`config.mk`:
```
export PLATFORM = sky130hd
export DESIGN_NAME = uart_tx_arb
export DESIGN_NICKNAME = d
export VERILOG_FILES = /design/src/rtl/uart_tx_arb.sv
export SDC_FILE = /design/constraint.sdc
export NUM_CORES = 1
export LEC_CHECK = 0
export ABC_CLOCK_PERIOD_IN_PS = 2100
export BUFFER_PORTS_ARGS = -buffer_cell sky130_fd_sc_hd__buf_2
export CORE_UTILIZATION = 40
export CTS_BUF_LIST = sky130_fd_sc_hd__clkbuf_8
export DETAILED_ROUTE_END_ITERATION = 10
export PLACE_DENSITY = 0.68
export RECOVER_POWER = 100
export SKIP_CTS_REPAIR_TIMING = 1
export SLEW_MARGIN = 20
export SYNTH_ARGS = -nofsm -noshare
export SYNTH_HDL_FRONTEND = slang
export SYNTH_SLANG_ARGS = --single-unit
export TNS_END_PERCENT = 5
```
`constraint.sdc`:
```
create_clock -name clk -period 2.1 [get_ports clk]
set_input_delay 0.42 -clock clk [delete_from_list [all_inputs] [get_ports clk]]
set_output_delay 0.42 -clock clk [all_outputs]
set_load 0.03 [all_outputs]
```
`src/rtl/uart_tx_arb.sv`:
```
// Round-robin arbiter sharing one UART transmitter between NREQ byte-stream
// requesters; a grant covers one packet, capped at MAX_BURST bytes.
module uart_tx_arb #(
    parameter int NREQ      = 4,
    parameter int MAX_BURST = 16
) (
    input  logic              clk,
    input  logic              rst_,
    input  logic [NREQ-1:0]   req_valid,
    input  logic [8*NREQ-1:0] req_data,
    input  logic [NREQ-1:0]   req_last,
    output logic [NREQ-1:0]   req_ready,
    output logic [NREQ-1:0]   grant,
    output logic              busy,
    output logic [7:0]        tx_byte,
    output logic              tx_req,
    input  logic              tx_idle
);
    localparam int PW = $clog2(NREQ);
    localparam int CW = $clog2(MAX_BURST + 1);

    typedef enum logic [2:0] {ARB, TAKE, ISSUE, BUSY, WAIT} state_t;

    state_t          state, state_nxt;
    logic [NREQ-1:0] grant_nxt;
    logic [PW-1:0]   own, own_nxt;
    logic [PW-1:0]   ptr, ptr_nxt;
    logic [CW-1:0]   cnt, cnt_nxt;
    logic            lastf, lastf_nxt;
    logic [7:0]      tx_byte_nxt;
    logic            tx_req_nxt;

    logic [7:0]      lane [NREQ];
    logic            found;
    logic [PW-1:0]   sel, cand;

    always_comb begin
        for (int i = 0; i < NREQ; i++) lane[i] = req_data[8*i +: 8];
    end

    // First valid requester searching upward from the one after the last owner.
    always_comb begin
        found = 1'b0;
        sel   = '0;
        cand  = '0;
        for (int i = 1; i <= NREQ; i++) begin
            cand = PW'((int'(ptr) + i) % NREQ);
            if (!found && req_valid[cand]) begin
                found = 1'b1;
                sel   = cand;
            end
        end
    end

    // NOTE: every signal driven here gets a default first, so no path can
    // leave one unassigned and infer a latch.
    always_comb begin
        state_nxt   = state;
        grant_nxt   = grant;
        own_nxt     = own;
        ptr_nxt     = ptr;
        cnt_nxt     = cnt;
        lastf_nxt   = lastf;
        tx_byte_nxt = tx_byte;
        tx_req_nxt  = 1'b0;
        req_ready   = '0;
        unique case (state)
            ARB: begin
                if (tx_idle && found) begin
                    grant_nxt = NREQ'(1) << sel;
                    own_nxt   = sel;
                    cnt_nxt   = '0;
                    state_nxt = TAKE;
                end
            end
            TAKE: begin
                // Ready depends only on state and grant, never on valid.
                req_ready = grant;
                if (req_valid[own]) begin
                    tx_byte_nxt = lane[own];
                    tx_req_nxt  = 1'b1;
                    lastf_nxt   = req_last[own] | (cnt == CW'(MAX_BURST - 1));
                    state_nxt   = ISSUE;
                end
            end
            ISSUE: state_nxt = BUSY;
            BUSY: begin
                if (!tx_idle) state_nxt = WAIT;
            end
            WAIT: begin
                if (tx_idle) begin
                    if (lastf) begin
                        ptr_nxt   = own;
                        grant_nxt = '0;
                        state_nxt = ARB;
                    end else begin
                        cnt_nxt   = cnt + 1'b1;
                        state_nxt = TAKE;
                    end
                end
            end
            default: state_nxt = ARB;
        endcase
    end

    // NOTE: registers use non-blocking assignments so each one samples the
    // pre-edge values, independent of statement order.
    always_ff @(posedge clk or negedge rst_) begin
        if (!rst_) begin
            state   <= ARB;
            grant   <= '0;
            own     <= '0;
            ptr     <= PW'(NREQ - 1);
            cnt     <= '0;
            lastf   <= 1'b0;
            tx_byte <= '0;
            tx_req  <= 1'b0;
        end else begin
            state   <= state_nxt;
            grant   <= grant_nxt;
            own     <= own_nxt;
            ptr     <= ptr_nxt;
            cnt     <= cnt_nxt;
            lastf   <= lastf_nxt;
            tx_byte <= tx_byte_nxt;
            tx_req  <= tx_req_nxt;
        end
    end

    assign busy = (state != ARB);

endmodule

```
==> results of run 1 <==
layout make-up:
class                           instances  share of cell area
Sequential cell                        26               0.341
Tap cell                               48              0.0314
Inverter                                4             0.00784
Timing Repair Buffer                   64               0.163
Clock buffer                            4              0.0287
Multi-Input combinational cell         93               0.428
metrics by stage:
stage	hold WS [ps]	power (W)
2_1_floorplan	124	0.00190
3_3_place_gp	442	0.00226
3_5_place_dp	459	0.00230
4_1_cts	162	0.00262
5_1_grt	420	0.00271
6_report	403	0.00254
power groups by stage:
stage                     sequential, W  combinational (W)  clock [W]
after global routing           0.000920            0.00145   0.000347
after floorplan                 0.00109           0.000803          0
after global placement         0.000886            0.00138          0
after CTS                      0.000885            0.00141   0.000330
final                          0.000886            0.00133   0.000321
after detailed placement       0.000894            0.00140          0
worst max-delay path, stage by stage (launching register included):
cell      delay [ps]
dfrtp_1          470
nor3b_1          230
buf_4            160
and2_1           130
clkbuf_2         200
worst min path at each step:
| stage | startpoint | slack, ps | endpoint | cells after the start |
|---|---|---|---|---|
| final | tx_idle | 400 | state[2] | 2 |
| after global routing | tx_idle | 420 | state[2] | 2 |
| after CTS | rst_ | 160 | state[1] | 1 |
| after detailed placement | rst_ | 460 | state[1] | 1 |
| after global placement | rst_ | 440 | state[1] | 1 |
| after floorplan | rst_ | 120 | cnt[0] | 0 |
metal layers:
metal  up-vias  track usage  wire (um)
li1        609            -          -
met2        50        0.328       1750
met3         4       0.0250        182
met5         -            0          0
met1       628        0.242       1520
met4         0       0.0500         27
registers in the layout (all words and copies together), names as in the netlist:
signal,count
tx_byte,8
cnt,5
grant,4
state,3
own,2
ptr,2
lastf,1
tx_req,1
cells in the final DEF, fill, tap and decap left out, types with 5 or more instances in the layout:
cell type	instances
a21oi_1	5
o21ai_0	7
clkbuf_1	15
dfrtp_1	24
nor2_1	7
nand2_1	9
mux2_2	10
mux4_2	9
buf_2	41
cell families (layout without fill, tap and decap cells):
family | after synthesis | after routing
fa+ha+maj | 2 | 2
simple gates | 45 | 45
mux | 23 | 23
flops | 26 | 26
buf+inv | 9 | 72
compound gates | 23 | 23
==> metrics.cfg, run 1 <==
[finish]
final_cell_count_no_fill = 239
postLayoutCoreUtil = 0.519
post_route_cells_drive_above_1_share = 0.398
layout.nets = 237
fill_cells = 352
num_antenna_cells = 0
multi_input_area_um2 = 821
final_area_um2 = 1920
ff_latch_area_um2 = 653
syn2layout_area_growth_pct = 24.0

[routing]
viasPerCell = 5.40
drt_iter0_drc = 25
drc = 0
route.detailed.wl_per_inst_um = 14.5
num_vias = 1291
drtAntennaViolNets = 0
first_pass_iters = 4
wirelength_um = 3470

[place]
port_buffers = 60
place.gp.congestion = 0.789
hpwl_um = 2710
dpl_cell_area_um2 = 1910
dp.cells = 235
pre_cts_slack_ps = 124

[sta]
fin_skew_ps = 7.31
max_freq_mhz = 527
finalHoldViolCount = 0
setup_ws_ps = 204
min_period_ps = 1900
setup_viol = 0
maxSlewViolCount = 0
setup_tns_ps = 0
timing.slew.headroom = 0.0814
rsz0062_at_grt = false
worst_pin_slew_ps = 1380
min_period_over_period = 0.903

[logic_synthesis]
yosysTopAreaCell = dfrtp_1
synth-xor-area-share = 0
yosys.area.top_type_share = 0.389
synth-seq-cells = 26
yosysSeqAreaShare = 0.423
async_flop_share = 1.00
yosys-top-cells-area = dfrtp_1 (39%), mux4_2 (13%), mux2_2 (7.3%)
yosysUniqueCellTypes = 41
yosysMostFrequentCell = dfrtp_1
synth-edff-count = 0
synth_common_cells = dfrtp_1 (24), mux2_2 (10), mux4_2 (9), nand2_1 (9)
synth_compound_area_frac = 0.114
synthesis.nets = 173
synth_cells = 128
avgSynthCellArea_um2 = 12.1
synth_top_family_by_area = multiplexers
synthSimpleGateAreaFrac = 0.172
synth_area_um2 = 1550
synthMuxAreaShare = 0.247
synthAdderAreaFrac = 0.0162
synthFlopType = dfrtp_1
synth_warnings = 0

[clock_network]
clk_pin_slew_ps = 90
cts_buffers = 3
clk_latency_ps = 270
clock_sinks = 26
cts_max_level = 1
cts_tree = built
clk_path_buf_depth = 2
cts_root_buf = clkbuf_8

[die]
core_area_um2 = 3690
die_y_um = 64.2
rows = 22
start_util = 0.419
ios = 61
fp.dieArea_um2 = 4120
die_w_um = 64.2

[power_and_ir_drop]
switching_share = 0.434
combPwrFrac = 0.525
p_seq_frac = 0.349
ir_drop_v = 0.000571
power.density_nw_per_um2 = 1320
p_leak_nw = 0.874
p_switching_w = 0.00110
internal_power_w = 0.00144
pwr-share-clk = 0.126

[global_routing]
grt_pass1_vias = 1351
track_usage = 0.187
grt_max_degree = 27
grt_overflow = 0
grt_pass1_wl_um = 6000
antenna_found_initial = 0

[critical_path]
cp-start-kind = flip-flop
worstSetupEndpointType = output pin
arrival_ps = 1480
critPathCapture = req_ready[2]
r2r_end = cnt[4]
r2r_setup_slack_ps = 250
r2r-start = state[1]
crit_start = state[1]
cp.required_ps = 1680
r2r_cells = 4
crit_fanout = 8
crit_type = flip-flop to output pin

[min_path]
hold_path_class = input pin to flip-flop

[outcome]
status = completed

[run]
maxCapViolations = 0

(Power assumes the default switching activity.)
==> inputs of run 2 (changes only) <==
--- a/config.mk
+++ b/config.mk
@@ -10,8 +10,8 @@
 export CORE_UTILIZATION = 40
 export CTS_BUF_LIST = sky130_fd_sc_hd__clkbuf_8
 export DETAILED_ROUTE_END_ITERATION = 10
+export GPL_ROUTABILITY_DRIVEN = 0
 export PLACE_DENSITY = 0.68
-export RECOVER_POWER = 100
 export SKIP_CTS_REPAIR_TIMING = 1
 export SLEW_MARGIN = 20
 export SYNTH_ARGS = -nofsm -noshare
==> run 2 against run 1 <==
  * Core utilization is 1.3 points higher
  * Global-route usage stayed put
  * Count of clock-buffer cells in the layout stayed put
  * Hold slack worse by 260 ps
  * Setup slack better by 22 ps
  * Critical endpoint unchanged
  * Largest cell class unchanged
  * Largest power group unchanged
==> metrics.cfg, run 2 (same netlist as run 1, synthesis figures left out) <==
[routing]
route.detailed.wl_per_inst_um = 14.6  ; +0.84%
drtAntennaViolNets = 0  ; unchanged
drc = 0  ; unchanged
viasPerCell = 5.44  ; +0.77%
drt_iter0_drc = 28  ; +12%
first_pass_iters = 4  ; unchanged
num_vias = 1301  ; +0.77%
wirelength_um = 3500  ; +0.84%

[sta]
setup_viol = 0  ; unchanged
fin_skew_ps = 8.38  ; +1.07 ps
maxSlewViolCount = 0  ; unchanged
max_freq_mhz = 534  ; +1.2%
setup_tns_ps = 0  ; unchanged
min_period_over_period = 0.893  ; -0.0104
min_period_ps = 1870  ; -21.9 ps
timing.slew.headroom = 0.610  ; +0.529
worst_pin_slew_ps = 585  ; -793 ps
rsz0062_at_grt = false
finalHoldViolCount = 0  ; unchanged

[power_and_ir_drop]
pwr-share-clk = 0.123  ; -0.003
power.density_nw_per_um2 = 1330  ; +0.10%
internal_power_w = 0.00149  ; +3.9%
p_switching_w = 0.00111  ; +0.74%
ir_drop_v = 0.000594  ; +3.9%
p_seq_frac = 0.341  ; -0.008
p_leak_nw = 0.929  ; +6.2%
switching_share = 0.426  ; -0.00756
combPwrFrac = 0.536  ; +0.011

[clock_network]
clk_pin_slew_ps = 90  ; about the same
cts_buffers = 3  ; unchanged
cts_tree = built
cts_root_buf = clkbuf_8
cts_max_level = 1  ; unchanged
clk_latency_ps = 270  ; about the same
clk_path_buf_depth = 2  ; unchanged
clock_sinks = 26  ; unchanged

[outcome]
status = completed

[die]
core_area_um2 = 3690  ; unchanged
fp.dieArea_um2 = 4120  ; unchanged
start_util = 0.419  ; unchanged
rows = 22  ; unchanged
ios = 61  ; unchanged
die_y_um = 64.2  ; unchanged
die_w_um = 64.2  ; unchanged

[global_routing]
antenna_found_initial = 0  ; unchanged
grt_pass1_wl_um = 6000  ; unchanged
grt_overflow = 0  ; unchanged
track_usage = 0.187  ; unchanged
grt_pass1_vias = 1351  ; unchanged
grt_max_degree = 27  ; unchanged

[critical_path]
arrival_ps = 1450  ; -30 ps
r2r_cells = 3  ; -1
worstSetupEndpointType = output pin
cp-start-kind = flip-flop
r2r_setup_slack_ps = 260  ; about the same
crit_type = flip-flop to output pin
r2r_end = tx_byte[1]
cp.required_ps = 1680  ; about the same
crit_fanout = 8  ; unchanged
r2r-start = own[1]

[finish]
final_cell_mix = buf_2 (60), dfrtp_1 (24), mux2_2 (10)
final_area_um2 = 1960  ; +2.4%
final_common_cell = buf_2
reg.largest.list = tx_byte x8, cnt x5, grant x4
largest_reg_flops = 8  ; unchanged
post_route_cells_drive_above_1_share = 0.508  ; +0.110
registers.top_by_ff_count = tx_byte
layout.nets = 237  ; unchanged
num_antenna_cells = 0  ; unchanged
syn2layout_area_growth_pct = 27.0

[place]
dpl_cell_area_um2 = 1910  ; unchanged
hpwl_um = 2710  ; unchanged
port_buffers = 60  ; unchanged

[min_path]
hold_path_class = input pin to asynchronous set/reset pin

[run]
maxCapViolations = 0  ; unchanged

-- run 2: changes by cell type in the layout (fill, tap and decap cells not counted), sizes merged --
cell | previous run | this run
clkbuf | 23 | 4
buf | 45 | 64
-- run 2: worst max-delay path by stage --
stage / cells past startpoint / slack (ps) / endpoint / start
global placement: 4 / 150 / tx_byte[7] / req_valid[2]
floorplan: 5 / 380 / cnt[1] / tx_idle
finish: 4 / 230 / req_ready[2] / state[1]
CTS: 4 / 220 / req_ready[0] / state[1]
global route: 4 / 120 / req_ready[2] / state[0]
detailed placement: 4 / 120 / tx_byte[7] / req_valid[2]
-- run 2: through the flow --
step | power [W] | setup slack, ps | instances | hold WS [ps] | utilization
2_1_floorplan | 0.00190 | 378 | 128 | 124 | -
3_3_place_gp | 0.00226 | 147 | 235 | 442 | 0.517
3_5_place_dp | 0.00230 | 124 | 235 | 459 | 0.517
4_1_cts | 0.00262 | 223 | 239 | 162 | 0.532
5_1_grt | 0.00278 | 119 | 239 | 196 | 0.532
6_report | 0.00260 | 226 | 239 | 141 | 0.532
-- run 2: final cells by class --
cell class / instances / area (um2)
sequential: 26 / 653
multi-input combinational: 93 / 848
fill: 337 / 1730
timing repair buffer: 64 / 330
inverter: 4 / 15.0
tap: 48 / 60.1
clock buffer: 4 / 55.1
-- run 2: power by group through the flow --
| stage | clock network, W | logic [W] | registers (W) |
|---|---|---|---|
| 2_1_floorplan | 0 | 0.000803 | 0.00109 |
| 3_3_place_gp | 0 | 0.00138 | 0.000886 |
| 3_5_place_dp | 0 | 0.00140 | 0.000894 |
| 4_1_cts | 0.000330 | 0.00141 | 0.000885 |
| 5_1_grt | 0.000347 | 0.00151 | 0.000921 |
| 6_report | 0.000321 | 0.00139 | 0.000887 |
-- run 2: metal layers --
| metal | part of all wire | track usage | vias to the layer above |
|---|---|---|---|
| met5 | 0 | 0 | - |
| met4 | 0.0077 | 0.0500 | 0 |
| met3 | 0.050 | 0.0250 | 4 |
| met2 | 0.51 | 0.328 | 50 |
| met1 | 0.44 | 0.242 | 636 |
| li1 | - | - | 611 |
-- run 2: critical path, stage by stage (launching register included) --
cell and delay, ps:
dfrtp_1 480, nor3b_1 240, buf_4 160, and2_1 120, buf_2 190
